$ cat config.mk
export PLATFORM = sky130hd
export DESIGN_NAME = reaction_round_scorer_flat
export DESIGN_NICKNAME = d
export VERILOG_FILES = /design/src/rtl/game_pkg.sv /design/src/rtl/reaction_round_scorer_if.sv /design/src/rtl/reaction_round_scorer_flip_detect.sv /design/src/rtl/reaction_round_scorer.sv /design/src/flat_wrapper.sv
export SDC_FILE = /design/constraint.sdc
export NUM_CORES = 1
export LEC_CHECK = 0
export ABC_AREA = 1
export BUFFER_PORTS_ARGS = -buffer_cell sky130_fd_sc_hd__buf_2
export CORE_UTILIZATION = 42
export DETAILED_ROUTE_END_ITERATION = 8
export PLACE_DENSITY = 0.61
export SLEW_MARGIN = 20
export SYNTH_ARGS = -nofsm -noshare
export SYNTH_HDL_FRONTEND = slang
export SYNTH_SLANG_ARGS = --single-unit
$ cat constraint.sdc
create_clock -name clk -period 2.3 [get_ports clk]
set_clock_uncertainty 0.05 [all_clocks]
set_input_delay 0.46 -clock clk [delete_from_list [all_inputs] [get_ports clk]]
set_output_delay 0.46 -clock clk [all_outputs]
set_load 0.1 [all_outputs]
$ cat src/rtl/game_pkg.sv
// Shared types and helpers for the reaction-game scorer.
package game_pkg;

   typedef enum logic [1:0] {
      IDLE  = 2'd0,
      REQ   = 2'd1,
      ARMED = 2'd2,
      DONE  = 2'd3
   } state_e;

   localparam int ONEHOT_MAX_W = 64;

   // Callers zero-extend their vector to ONEHOT_MAX_W; extra zeros do not change the count.
   function automatic logic is_onehot(input logic [ONEHOT_MAX_W-1:0] v);
      return $countones(v) == 1;
   endfunction

endpackage

$ cat src/rtl/reaction_round_scorer_if.sv
// Game-side bus of the round scorer: start/switch/randomizer handshake in, score display out.
interface reaction_round_scorer_if #(
   parameter int N_SW    = 8,
   parameter int TMO_W   = 16,
   parameter int SCORE_W = 8,
   parameter int ROUNDS  = 16
);
   localparam int RC_W = $clog2(ROUNDS + 1);

   logic               start;
   logic [N_SW-1:0]    switch;
   logic [N_SW-1:0]    target;
   logic               target_valid;
   logic               target_req;
   logic [TMO_W-1:0]   timeout_cycles;
   logic [N_SW-1:0]    led;
   logic [N_SW-1:0]    token;
   logic               hit;
   logic               miss;
   logic [SCORE_W-1:0] score;
   logic [SCORE_W-1:0] misses;
   logic [RC_W-1:0]    round_cnt;
   logic               busy;
   logic               done;

   modport master (
      output start, switch, target, target_valid, timeout_cycles,
      input  target_req, led, token, hit, miss, score, misses, round_cnt, busy, done
   );

   modport slave (
      input  start, switch, target, target_valid, timeout_cycles,
      output target_req, led, token, hit, miss, score, misses, round_cnt, busy, done
   );

endinterface

$ cat src/rtl/reaction_round_scorer_flip_detect.sv
// Remembers the last switch levels and flags any bit that changed since the previous cycle.
module flip_detect #(
   parameter int N_SW = 8
) (
   input  logic            clk,
   input  logic            rst,
   input  logic [N_SW-1:0] switch_i,
   output logic [N_SW-1:0] changed,
   output logic            any_flip
);

   logic [N_SW-1:0] switch_mem_q, switch_mem_d;

   // Tracking every cycle absorbs flips made outside the scoring window.
   always_comb begin
      changed      = switch_i ^ switch_mem_q;
      any_flip     = |changed;
      switch_mem_d = switch_i;
   end

   always_ff @(posedge clk or posedge rst) begin
      if (rst) switch_mem_q <= '0;
      else     switch_mem_q <= switch_mem_d;
   end

endmodule

$ cat src/rtl/reaction_round_scorer.sv
// Multi-round reaction game scorer: fetches a one-hot target, times the round window and
// classifies the next switch flip as hit, wrong-switch miss or timeout miss.
module reaction_round_scorer
   import game_pkg::*;
#(
   parameter int N_SW    = 8,
   parameter int TMO_W   = 16,
   parameter int SCORE_W = 8,
   parameter int ROUNDS  = 16
) (
   input logic                    clk,
   input logic                    rst,
   reaction_round_scorer_if.slave bus
);

   localparam int RC_W = $clog2(ROUNDS + 1);

   state_e             state_q, state_d;
   logic [N_SW-1:0]    target_q, target_d;
   logic [TMO_W-1:0]   timer_q, timer_d;
   logic [SCORE_W-1:0] score_q, score_d;
   logic [SCORE_W-1:0] misses_q, misses_d;
   logic [RC_W-1:0]    round_q, round_d;
   logic [N_SW-1:0]    token_q, token_d;
   logic               hit_q, hit_d;
   logic               miss_q, miss_d;

   logic [N_SW-1:0]    changed;
   logic               any_flip;
   logic               armed, start_ok, tgt_ok;
   logic               flip_res, is_hit, timeout, resolve, last_round;
   logic [TMO_W-1:0]   tmo_last;
   logic [RC_W-1:0]    round_inc;

   flip_detect #(.N_SW(N_SW)) u_flip (
      .clk      (clk),
      .rst      (rst),
      .switch_i (bus.switch),
      .changed  (changed),
      .any_flip (any_flip)
   );

   // Round resolution; a flip outranks a timeout landing on the same edge.
   always_comb begin
      armed      = state_q == ARMED;
      start_ok   = (state_q == IDLE || state_q == DONE) && bus.start;
      tgt_ok     = state_q == REQ && bus.target_valid && is_onehot(ONEHOT_MAX_W'(bus.target));
      tmo_last   = (bus.timeout_cycles == '0) ? '0 : bus.timeout_cycles - TMO_W'(1);
      flip_res   = armed && any_flip;
      is_hit     = flip_res && changed == target_q;
      // >= so a window shortened mid-round below the elapsed time expires immediately.
      timeout    = armed && !any_flip && timer_q >= tmo_last;
      resolve    = flip_res || timeout;
      round_inc  = round_q + RC_W'(1);
      last_round = round_inc == RC_W'(ROUNDS);
   end

   always_ff @(posedge clk or posedge rst) begin
      if (rst) state_q <= IDLE;
      else     state_q <= state_d;
   end

   always_comb begin
      state_d = state_q;
      case (state_q)
         IDLE, DONE: if (start_ok) state_d = REQ;
         REQ:        if (tgt_ok)   state_d = ARMED;
         ARMED:      if (resolve)  state_d = last_round ? DONE : REQ;
         default:                  state_d = IDLE;
      endcase
   end

   always_comb begin
      target_d = target_q;
      timer_d  = timer_q;
      score_d  = score_q;
      misses_d = misses_q;
      round_d  = round_q;
      token_d  = token_q + N_SW'(1);
      hit_d    = is_hit;
      miss_d   = resolve && !is_hit;
      if (start_ok) begin
         score_d  = '0;
         misses_d = '0;
         round_d  = '0;
      end
      if (tgt_ok) begin
         target_d = bus.target;
         timer_d  = '0;
      end
      if (armed && !resolve) timer_d = timer_q + TMO_W'(1);
      if (resolve) begin
         round_d = round_inc;
         if (is_hit) begin
            if (score_q != '1) score_d = score_q + SCORE_W'(1);
         end else if (misses_q != '1) begin
            misses_d = misses_q + SCORE_W'(1);
         end
      end
      if (is_hit) token_d = '0;
   end

   always_ff @(posedge clk or posedge rst) begin
      if (rst) begin
         target_q <= '0;
         timer_q  <= '0;
         score_q  <= '0;
         misses_q <= '0;
         round_q  <= '0;
         token_q  <= '0;
         hit_q    <= 1'b0;
         miss_q   <= 1'b0;
      end else begin
         target_q <= target_d;
         timer_q  <= timer_d;
         score_q  <= score_d;
         misses_q <= misses_d;
         round_q  <= round_d;
         token_q  <= token_d;
         hit_q    <= hit_d;
         miss_q   <= miss_d;
      end
   end

   always_comb begin
      bus.target_req = state_q == REQ;
      bus.led        = (state_q == ARMED) ? target_q : '0;
      bus.busy       = state_q == REQ || state_q == ARMED;
      bus.done       = state_q == DONE;
   end

   assign bus.hit       = hit_q;
   assign bus.miss      = miss_q;
   assign bus.score     = score_q;
   assign bus.misses    = misses_q;
   assign bus.round_cnt = round_q;
   assign bus.token     = token_q;

endmodule

$ cat src/flat_wrapper.sv
// flat-port wrapper written by rule: the top's interface ports become plain ports
module reaction_round_scorer_flat import game_pkg::*;
#(
   parameter int N_SW    = 8,
   parameter int TMO_W   = 16,
   parameter int SCORE_W = 8,
   parameter int ROUNDS  = 16
)
  (clk, rst, bus_start, bus_switch, bus_target, bus_target_valid, bus_timeout_cycles, bus_target_req, bus_led, bus_token, bus_hit, bus_miss, bus_score, bus_misses, bus_round_cnt, bus_busy, bus_done);
  reaction_round_scorer_if #(.N_SW(N_SW), .TMO_W(TMO_W), .SCORE_W(SCORE_W), .ROUNDS(ROUNDS)) bus_i ();
  input logic clk;
  input logic rst;
  input wire logic [$bits(bus_i.start)-1:0] bus_start;
  input wire logic [$bits(bus_i.switch)-1:0] bus_switch;
  input wire logic [$bits(bus_i.target)-1:0] bus_target;
  input wire logic [$bits(bus_i.target_valid)-1:0] bus_target_valid;
  input wire logic [$bits(bus_i.timeout_cycles)-1:0] bus_timeout_cycles;
  output wire logic [$bits(bus_i.target_req)-1:0] bus_target_req;
  output wire logic [$bits(bus_i.led)-1:0] bus_led;
  output wire logic [$bits(bus_i.token)-1:0] bus_token;
  output wire logic [$bits(bus_i.hit)-1:0] bus_hit;
  output wire logic [$bits(bus_i.miss)-1:0] bus_miss;
  output wire logic [$bits(bus_i.score)-1:0] bus_score;
  output wire logic [$bits(bus_i.misses)-1:0] bus_misses;
  output wire logic [$bits(bus_i.round_cnt)-1:0] bus_round_cnt;
  output wire logic [$bits(bus_i.busy)-1:0] bus_busy;
  output wire logic [$bits(bus_i.done)-1:0] bus_done;
  assign bus_i.start = bus_start;
  assign bus_i.switch = bus_switch;
  assign bus_i.target = bus_target;
  assign bus_i.target_valid = bus_target_valid;
  assign bus_i.timeout_cycles = bus_timeout_cycles;
  assign bus_target_req = bus_i.target_req;
  assign bus_led = bus_i.led;
  assign bus_token = bus_i.token;
  assign bus_hit = bus_i.hit;
  assign bus_miss = bus_i.miss;
  assign bus_score = bus_i.score;
  assign bus_misses = bus_i.misses;
  assign bus_round_cnt = bus_i.round_cnt;
  assign bus_busy = bus_i.busy;
  assign bus_done = bus_i.done;
  reaction_round_scorer #(.N_SW(N_SW), .TMO_W(TMO_W), .SCORE_W(SCORE_W), .ROUNDS(ROUNDS)) u_core (.clk(clk), .rst(rst), .bus(bus_i));
endmodule
==> flow_summary.json, run 1 <==
{
  "outcome": "complete, but fails checks",
  "violations": "setup timing",
  "avgSynthCellArea_um2": 7.139,
  "crit_path_frequent_cell": "fa_1",
  "drive_above_1_share": 0.3341,
  "rows": 39,
  "grt_pass1_wl_um": 20280,
  "antenna_found_initial": 0,
  "drc": 0,
  "cts_buffers": 9,
  "netlist_top_cells_count": "nand2_1, inv_1, nor2_1, nand3_1, dfrtp_1",
  "seqPwrFrac": 0.263,
  "grt_overflow": 0,
  "grt_max_degree": 47,
  "floorplan.io_pins": 78,
  "slew_viol_final": 0,
  "grt_usage": 0.2131,
  "synth_cell_types": 41,
  "fin_nets": 904,
  "synth_seq_cells": 65,
  "routabilityCongestion": 0.8974,
  "maxSlewHeadroom": 0.6699,
  "syn_nets": 763,
  "fp.coreArea_um2": 11420,
  "worst_pin_slew_ps": 491.4,
  "met1_usage": 0.2739,
  "vias": 4883,
  "cp_slowest_cell": "fa_1",
  "pre_cts_slack_ps": -1116,
  "avgRoutedWirePerCell_um": 12.66,
  "yosys.area.top_type": "dfrtp_1",
  "setup_violations": 39,
  "synth_area_leaders": "dfrtp_1, nand2_1, ha_1",
  "cp_max_fo": 7,
  "crit_buf_inv": 3,
  "pwr_density_cell_nw_per_um2": 926.5,
  "start_kind": "primary input",
  "clkPwrFrac": 0.228,
  "slowest_delay_ps": 550,
  "period_share": 1.287,
  "path_delay_family": "adder cells",
  "grt_pass1_vias": 4642,
  "worst_setup_path_end_kind": "register",
  "synth_most_common_cell": "nand2_1",
  "first_pass_iters": 5,
  "die_h_um": 110.2,
  "met3_usage": 0.04586,
  "hold_class": "in -> async",
  "vias_per_cell": 4.993,
  "clock_sinks": 65,
  "dp_hpwl_um": 8997,
  "finalHoldViolCount": 0,
  "drtIter0Drc": 304,
  "max-vdd-ir-drop_uv": 1258,
  "fmax_ghz": 0.3379,
  "io_buffers": 77,
  "htreeDepth": 3,
  "die_area_um2": 12150,
  "setup_ws_ps": -659.6,
  "netlist.area_leader.share": 0.3307,
  "grtUsageMet2": 0.3567,
  "synth-edff-count": 0,
  "grt.busiest_layer": "met2",
  "area_growth_pct": 41.36,
  "path_cells": "buf_8 > ha_4 > fa_1 > fa_1 > ha_2 > fa_2 > nor4_4 > nand3_1 > buf_6 > nand2_4 > clkbuf_16 > o21ai_1",
  "cts_root_buffer": "clkbuf_16",
  "start_util": 0.4307,
  "finalSetupTns_ps": -18200,
  "routed_wl_um": 12390,
  "intPower_mw": 3.321,
  "clock_path_buffers": 2,
  "syn-cell-area_um2": 4918,
  "power.switching_mw": 3.120,
  "combPwrFrac": 0.509,
  "worstPathArrival_ps": 3120,
  "fin_crit_ps": 2960,
  "dieWidth_um": 110.2,
  "drv_cap": 0,
  "leakagePower_nw": 3.628,
  "postSynth.asyncResetShare": 1.000,
  "route.antenna.remaining_nets": 0,
  "ys_seq_area_frac": 0.3307,
  "syn_inst": 689,
  "power.share.switching": 0.4844,
  "hold_buffers": 0,
  "clk_latency_ps": 330,
  "yosysWarnings": 0,
  "clk_pin_slew_ps": 60,
  "antennaDiodeCount": 0,
  "cp_data_required_time_ps": 2460,
  "rsz0062_at_grt": "yes",
  "synth_ff_type": "dfrtp_1",
  "cts_tree": "yes",
  "path_class": "in -> reg"
}
[sequential cells by signal, indices dropped and copies added, names as in the netlist]
name / cells
u_core.bus.miss: 1
u_core.bus.misses: 8
u_core.bus.round_cnt: 5
u_core.u_flip.switch_mem_q: 8
u_core.target_q: 8
u_core.state_q: 2
u_core.bus.token: 8
u_core.bus.score: 8
u_core.timer_q: 16
u_core.bus.hit: 1
[worst register-to-register path, stage by stage (launching register included)]
cell and delay (ps):
dfrtp_1 430, inv_1 80, ha_2 270, nand2_1 260, inv_1 220, nor2_1 230
nand3_1 110, nand2_1 100, nand2_2 50, nand2_1 60, nand2_1 50, nand2_1 60
[metrics by stage]
stage / cells / instance area [um2] / total power, mW / utilization / hold slack (ps)
2_1_floorplan: 689 / 5159 / 4.033 / - / 441.4
3_3_place_gp: 951 / 6175 / 4.729 / 0.5408 / 426.8
3_5_place_dp: 951 / 6175 / 4.799 / 0.5408 / 428.0
4_1_cts: 975 / 6716 / 6.354 / 0.5882 / 105.2
5_1_grt: 978 / 6953 / 6.842 / 0.6089 / 128.5
6_report: 978 / 6953 / 6.442 / 0.6089 / 88.58
[power groups by stage]
stage	clock [mW]	sequential [mW]	combinational, mW
2_1_floorplan	0	2.43	1.60
3_3_place_gp	0	1.69	3.04
3_5_place_dp	0	1.71	3.09
4_1_cts	1.49	1.69	3.17
5_1_grt	1.54	1.74	3.56
6_report	1.47	1.69	3.28
[layout make-up]
class,instances,area (um2)
flip-flops and latches,65,1632
fillers,995,4466
well taps,143,178.9
clock buffers,9,225.2
repair buffers,141,1164
clock inverters,7,95.09
multi-input cells,517,3283
inverters,96,375.4
[routing by layer]
metal | wire (um) | share of wire
met5 | 0 | 0
met4 | 244 | 0.020
met3 | 525 | 0.042
met2 | 5976 | 0.48
met1 | 5640 | 0.46
[logic make-up after synthesis]
group                    share of synthesized area
AND/OR/NAND/NOR                             0.3663
buffers and inverters                      0.09311
adder cells (fa/ha/maj)                     0.1028
AO/OA/AOI/OAI                              0.05902
flip-flops                                  0.3307
XOR/XNOR                                   0.04808
[layout by cell type, fill, tap and decap left out, types with 3 or more instances in the layout]
| cell type | instances |
|---|---|
| buf_8 | 4 |
| nand2_1 | 184 |
| buf_12 | 11 |
| nand4_1 | 15 |
| nand3_1 | 57 |
| buf_6 | 12 |
| o21ai_2 | 5 |
| clkbuf_16 | 11 |
| o21ai_1 | 16 |
| nand3_2 | 10 |
| buf_2 | 57 |
| dfrtp_1 | 61 |
| nor2_2 | 5 |
| nor3_1 | 14 |
| nand2_2 | 21 |
| inv_1 | 82 |
| nor2_1 | 51 |
| or2_2 | 6 |
| xnor2_1 | 5 |
| xor2_1 | 22 |
| buf_4 | 55 |
| or2_0 | 3 |
| nor3_2 | 3 |
| a21oi_1 | 9 |
| a21oi_2 | 6 |
| inv_2 | 10 |
| nor2_4 | 14 |
| ha_1 | 23 |
| nand2_4 | 9 |
| ha_4 | 9 |
| inv_4 | 3 |
| dfrtp_2 | 4 |
| o21ai_0 | 4 |
[timing repair]
item | 4_1_cts | 5_1_grt
pin swaps | 33 | 23
endpoints found under the setup margin | 40 | 48
gates cloned | 2 | 2
resized for setup | 44 | 44
setup buffers | 6 | 1
[worst paths after layout]
path	end	slack [ps]	startpoint	cells after the start
worst min-delay path	u_core.bus.miss	90	rst	2
max in group asynchronous	u_core.target_q[7]	1490	rst	3
worst max register to register	u_core.bus.misses[1]	280	u_core.state_q[0]	11
min in group clk	u_core.u_flip.switch_mem_q[5]	220	bus_switch[5]	1
worst max-delay path	u_core.timer_q[8]	-660	bus_target[7]	12
worst min register to register	u_core.bus.token[0]	440	u_core.bus.token[0]	1
Power figures use the tool's default switching activity.
==> inputs of run 2 (changes only) <==
clock period = 2.75 ns   (was 2.3 ns; I/O delays follow)
==> run 2 against run 1 <==
The run still ends with setup timing left. Via count decreased by 0.25%. Register-to-register slack improved by 260 ps. Critical endpoint is now u_core.state_q[0]. Die area unchanged. Cell area decreased by 4.3%. Clock power decreased by 19%. Sequential power decreased by 16%.
==> flow_summary.json, run 2 (same netlist as run 1, synthesis figures left out) <==
{
  "outcome": "complete, but fails checks",
  "violations": "setup timing",
  "area_growth_pct": 35.28,
  "critPathLaunch": "bus_target[2]",
  "dp_hpwl_um": 9163,
  "max-vdd-ir-drop_uv": 1058,
  "finalHoldViolCount": 0,
  "clock_path_buffers": 2,
  "maxSlewHeadroom": 0.6059,
  "slowest_delay_ps": 460,
  "cts_buffers": 9,
  "fp.coreArea_um2": 11420,
  "total_power_mw": 5.236,
  "floorplan.io_pins": 78,
  "nFillCells": 1097,
  "cts_tree": "yes",
  "final_common_cell": "nand2_1",
  "pwr_density_cell_nw_per_um2": 786.9,
  "seqPwrFrac": 0.271,
  "final_area_um2": 6654,
  "path_class": "in -> reg",
  "io_buffers": 77,
  "fin_nets": 901,
  "routed_wl_um": 12590,
  "worst_setup_path_end_kind": "register",
  "clock_sinks": 65,
  "rsz0062_at_grt": "yes",
  "avgRoutedWirePerCell_um": 12.91,
  "mostFrequentLayoutCells": "nand2_1, inv_1, buf_2, dfrtp_1, nand3_1",
  "grt_max_degree": 42,
  "slew_viol_final": 0,
  "fin_crit_ps": 3108,
  "path_delay_family": "adder cells",
  "cp_max_fo": 4,
  "crit_path_frequent_cell": "fa_1",
  "route.antenna.remaining_nets": 0,
  "worst_pin_slew_ps": 590.2,
  "clk_pin_slew_ps": 60,
  "cp_slowest_cell": "fa_1",
  "path_cells": "buf_6 > ha_4 > inv_4 > fa_2 > inv_2 > fa_1 > ha_2 > fa_1 > nor4_1 > nand3_1 > a21oi_2 > nand2_2 > nand2_1 > o21ai_1",
  "intPower_mw": 2.628,
  "grt_pass1_wl_um": 20150,
  "largest-register": "u_core.timer_q",
  "largest_reg_flops": 16,
  "dieWidth_um": 110.2,
  "leakagePower_nw": 3.614,
  "cp_data_required_time_ps": 2920,
  "crit_buf_inv": 3,
  "grt_pass1_vias": 4469,
  "combPwrFrac": 0.502,
  "clk_latency_ps": 340,
  "r2r-start": "u_core.state_q[0]",
  "first_pass_iters": 5,
  "die_area_um2": 12150,
  "drv_cap": 0,
  "clkPwrFrac": 0.228,
  "vias": 4871,
  "drc": 0,
  "cts_root_buffer": "clkbuf_16",
  "antennaDiodeCount": 0,
  "grt_overflow": 0,
  "drive_above_1_share": 0.3293,
  "antenna_found_initial": 0,
  "power.switching_mw": 2.608,
  "grt_usage": 0.2135,
  "dpl_cell_area_um2": 5893,
  "fmax_ghz": 0.3218,
  "worstPathArrival_ps": 3280,
  "start_kind": "primary input",
  "period_share": 1.130,
  "vias_per_cell": 4.996,
  "drtIter0Drc": 260,
  "htreeDepth": 3,
  "power.share.switching": 0.4981,
  "start_util": 0.4307,
  "routabilityCongestion": 0.8928,
  "die_h_um": 110.2,
  "setup_ws_ps": -358.0,
  "setup_violations": 26,
  "hold_class": "in -> async",
  "rows": 39
}
## run 2: cell count changes in the layout (fill, tap and decap cells not counted), sizes merged
cell / delta
clkinv: -2
clkbuf: +3
nand2: -1
bufinv: -1
buf: -2
## run 2: cell type report
class / instances / area [um2] / share of cell area
clock inverter: 4 / 51.30 / 0.007710
tap: 143 / 178.9 / 0.02689
clock buffer: 12 / 256.5 / 0.03855
sequential: 65 / 1627 / 0.2445
inverter: 96 / 375.4 / 0.05641
multi-input combinational: 516 / 3181 / 0.4780
timing repair buffer: 139 / 984.7 / 0.1480
## run 2: metal layers
layer,up-vias,GRT usage,part of all wire,wire length [um]
met5,-,0,0,0
met4,0,0.05921,0.017,209
met3,19,0.04997,0.049,612
met2,109,0.3621,0.48,6030
met1,2274,0.2716,0.46,5738
li1,2469,-,-,-
## run 2: repair_timing
item / CTS / global route
hold buffers: 0 / 0
gates resized for setup: 18 / 83
buffers inserted: 0 / 6
cloned: 0 / 2
endpoints found under the setup margin: 40 / 40
pin swaps: 8 / 31
## run 2: final timing paths
path | end | slack (ps) | cells past startpoint
max in group asynchronous | u_core.target_q[4] | 1790 | 3
max | u_core.state_q[0] | -360 | 14
min | u_core.bus.score[4] | 220 | 2
max reg2reg | u_core.bus.score[1] | 540 | 8
min reg2reg | u_core.bus.token[0] | 470 | 1
min in group clk | u_core.u_flip.switch_mem_q[1] | 300 | 1
## run 2: stage by stage
stage / setup slack [ps] / utilization / instances / setup TNS (ps) / hold WS (ps)
floorplan: -559.1 / - / 689 / -12650 / 441.6
global placement: -634.9 / 0.5161 / 951 / -19300 / 431.4
detailed placement: -725.3 / 0.5161 / 951 / -21540 / 455.3
CTS: -324.6 / 0.5483 / 967 / -7734 / 235.7
global route: -454.7 / 0.5827 / 975 / -12500 / 285.8
finish: -358.0 / 0.5827 / 975 / -8225 / 224.1
## run 2: power by group through the flow
stage	clock, mW	sequential (mW)	combinational [mW]
floorplan	0	2.03	1.31
finish	1.19	1.42	2.63
global placement	0	1.41	2.41
CTS	1.21	1.41	2.50
global route	1.24	1.46	2.83
detailed placement	0	1.43	2.47
## run 2: worst reg2reg max path: cells and delay by family, from the launching register on
kind	cells	cell delay (ps)
simple gates	4	810
fa+ha+maj	1	490
flops	1	430
buf+inv	2	270
compound gates	1	90
==> inputs of run 3 (changes only) <==
CORE_UTILIZATION = 35   (was 42)
CTS_BUF_LIST = sky130_fd_sc_hd__clkbuf_16   (was unset)
PLACE_DENSITY = 0.53   (was 0.61)
==> run 3 against run 2 <==
The flow still finishes with violations (setup timing). Worst hold slack worse by 11 ps. Via count decreased by 2.2%. Non-clock buffer count decreased by 2. Total power shrank 0.72%. Flip-flop and latch count did not move. Die area up 20%. Critical path depth fell by 3. Routed wire length fell by 1.5%. Final cell count rose by 3.2%. First-iteration DRC count down 2.7%. Clock-buffer cell count is 3 lower. Highest routed layer unchanged.
==> flow_summary.json, run 3 (same netlist as run 1, synthesis figures left out) <==
{
  "die_h_um": 120.5,
  "start_kind": "primary input",
  "mostFrequentLayoutCells": "nand2_1, inv_1, buf_2, dfrtp_1, nand3_1",
  "leakagePower_nw": 3.541,
  "drc": 0,
  "hold_buffers": 0,
  "stdcell_count": 1006,
  "slowest_delay_ps": 560,
  "area_growth_pct": 34.44,
  "worst_setup_path_end_kind": "register",
  "first_pass_iters": 4,
  "finalHoldViolCount": 0,
  "violations": "setup timing",
  "cp_max_fo": 16,
  "antenna_found_initial": 0,
  "slew_viol_final": 0,
  "maxSlewHeadroom": 0.6321,
  "drv_cap": 0,
  "setup_violations": 26,
  "r2r_cells": 8,
  "cts_buffers": 9,
  "routed_wl_um": 12400,
  "pwr_density_cell_nw_per_um2": 786.1,
  "crit_path_frequent_cell": "fa_1",
  "worst_pin_slew_ps": 551.9,
  "fin_nets": 899,
  "clock_sinks": 65,
  "path_cells": "buf_8 > ha_4 > fa_1 > fa_1 > ha_2 > fa_2 > nor4_4 > nand3_2 > buf_4 > nor2_1 > a21oi_1",
  "fin_crit_ps": 2976,
  "clock_path_buffers": 2,
  "place_inst": 984,
  "final_area_um2": 6613,
  "grt_max_degree": 66,
  "grt_pass1_vias": 4513,
  "floorplan.io_pins": 78,
  "setup_ws_ps": -226.3,
  "dpl_cell_area_um2": 5934,
  "largest-register": "u_core.timer_q",
  "drive_above_1_share": 0.3036,
  "cp_slowest_cell": "fa_1",
  "dieWidth_um": 120.5,
  "grt_overflow": 0,
  "io_buffers": 77,
  "clk_latency_ps": 340,
  "cts_root_buffer": "clkbuf_16",
  "route.antenna.remaining_nets": 0,
  "largest_reg_flops": 16,
  "cp_data_required_time_ps": 2920,
  "dp_hpwl_um": 9016,
  "max-vdd-ir-drop_uv": 646.2,
  "total_power_mw": 5.198,
  "fp.coreArea_um2": 13450,
  "period_share": 1.082,
  "rows": 42,
  "worstPathArrival_ps": 3150,
  "finalCoreUtilization": 0.4915,
  "path_class": "in -> reg",
  "routabilityCongestion": 0.8562,
  "vias": 4762,
  "start_util": 0.3656,
  "hold_class": "in -> async",
  "outcome": "complete, but fails checks",
  "cts_tree": "yes",
  "clk_pin_slew_ps": 60,
  "vias_per_cell": 4.734,
  "drtIter0Drc": 253,
  "avgRoutedWirePerCell_um": 12.33,
  "antennaDiodeCount": 0,
  "rsz0062_at_grt": "yes",
  "die_area_um2": 14530,
  "holdWs_ps": 213.1,
  "fmax_ghz": 0.3360,
  "grt_pass1_wl_um": 20410,
  "final_common_cell": "nand2_1",
  "grt_usage": 0.1766,
  "htreeDepth": 3
}
-- run 3: cell types whose count changed in the layout (fill, tap and decap cells not counted), sizes merged --
cell	change
clkinvlp	+2
clkbuf	-3
buf	-2
inv	+2
clkinv	-1
-- run 3: cell type report --
type	instances	area [um2]
clock inverters	7	78.83
flip-flops and latches	65	1627
multi-input cells	516	3087
repair buffers	137	1002
clock buffers	9	225.2
fillers	1335	6840
inverters	96	372.9
well taps	176	220.2
-- run 3: layer usage --
layer | vias to the layer above | routed length, um | part of all wire | track usage
li1 | 2477 | - | - | -
met1 | 2174 | 5974 | 0.48 | 0.2296
met2 | 100 | 5748 | 0.46 | 0.2892
met3 | 11 | 507 | 0.041 | 0.03774
met4 | 0 | 170 | 0.014 | 0.06173
met5 | - | 0 | 0 | 0
-- run 3: worst paths after layout --
| kind | from | to | slack [ps] |
|---|---|---|---|
| worst max-delay path | bus_target[5] | u_core.target_q[7] | -230 |
| worst min-delay path | rst | u_core.bus.score[5] | 210 |
| worst max register to register | u_core.state_q[0] | u_core.bus.score[7] | 580 |
| worst min register to register | u_core.bus.token[0] | u_core.bus.token[0] | 450 |
| max in group asynchronous | rst | u_core.bus.token[4] | 2100 |
| min in group clk | bus_switch[1] | u_core.u_flip.switch_mem_q[1] | 290 |
-- run 3: repair_timing --
| item | in CTS | in global routing |
|---|---|---|
| setup buffers | 1 | 3 |
| gates resized for setup | 20 | 57 |
| gates cloned | 0 | 2 |
| endpoints found under the setup margin | 27 | 40 |
| pin swaps | 13 | 33 |
-- run 3: worst max-delay path: cells and delay by family --
| kind | cells | cell delay (ps) |
|---|---|---|
| and+or+nand+nor | 3 | 540 |
| adders and majority gates | 5 | 1690 |
| AOI/OAI and AO/OA | 1 | 50 |
| buffers and inverters | 2 | 320 |
-- run 3: where the power goes --
part	internal, mW	switching [mW]	total [mW]
registers	1.18	0.242	1.42
logic	0.691	1.90	2.59
clock network	0.709	0.476	1.19
total	2.58	2.61	5.20
-- run 3: through the flow --
stage / TNS (ps) / setup WS (ps)
2_1_floorplan: -12650 / -559.1
3_3_place_gp: -20450 / -678.2
3_5_place_dp: -22680 / -750.8
4_1_cts: -5847 / -262.9
5_1_grt: -8926 / -378.2
6_report: -5044 / -226.3
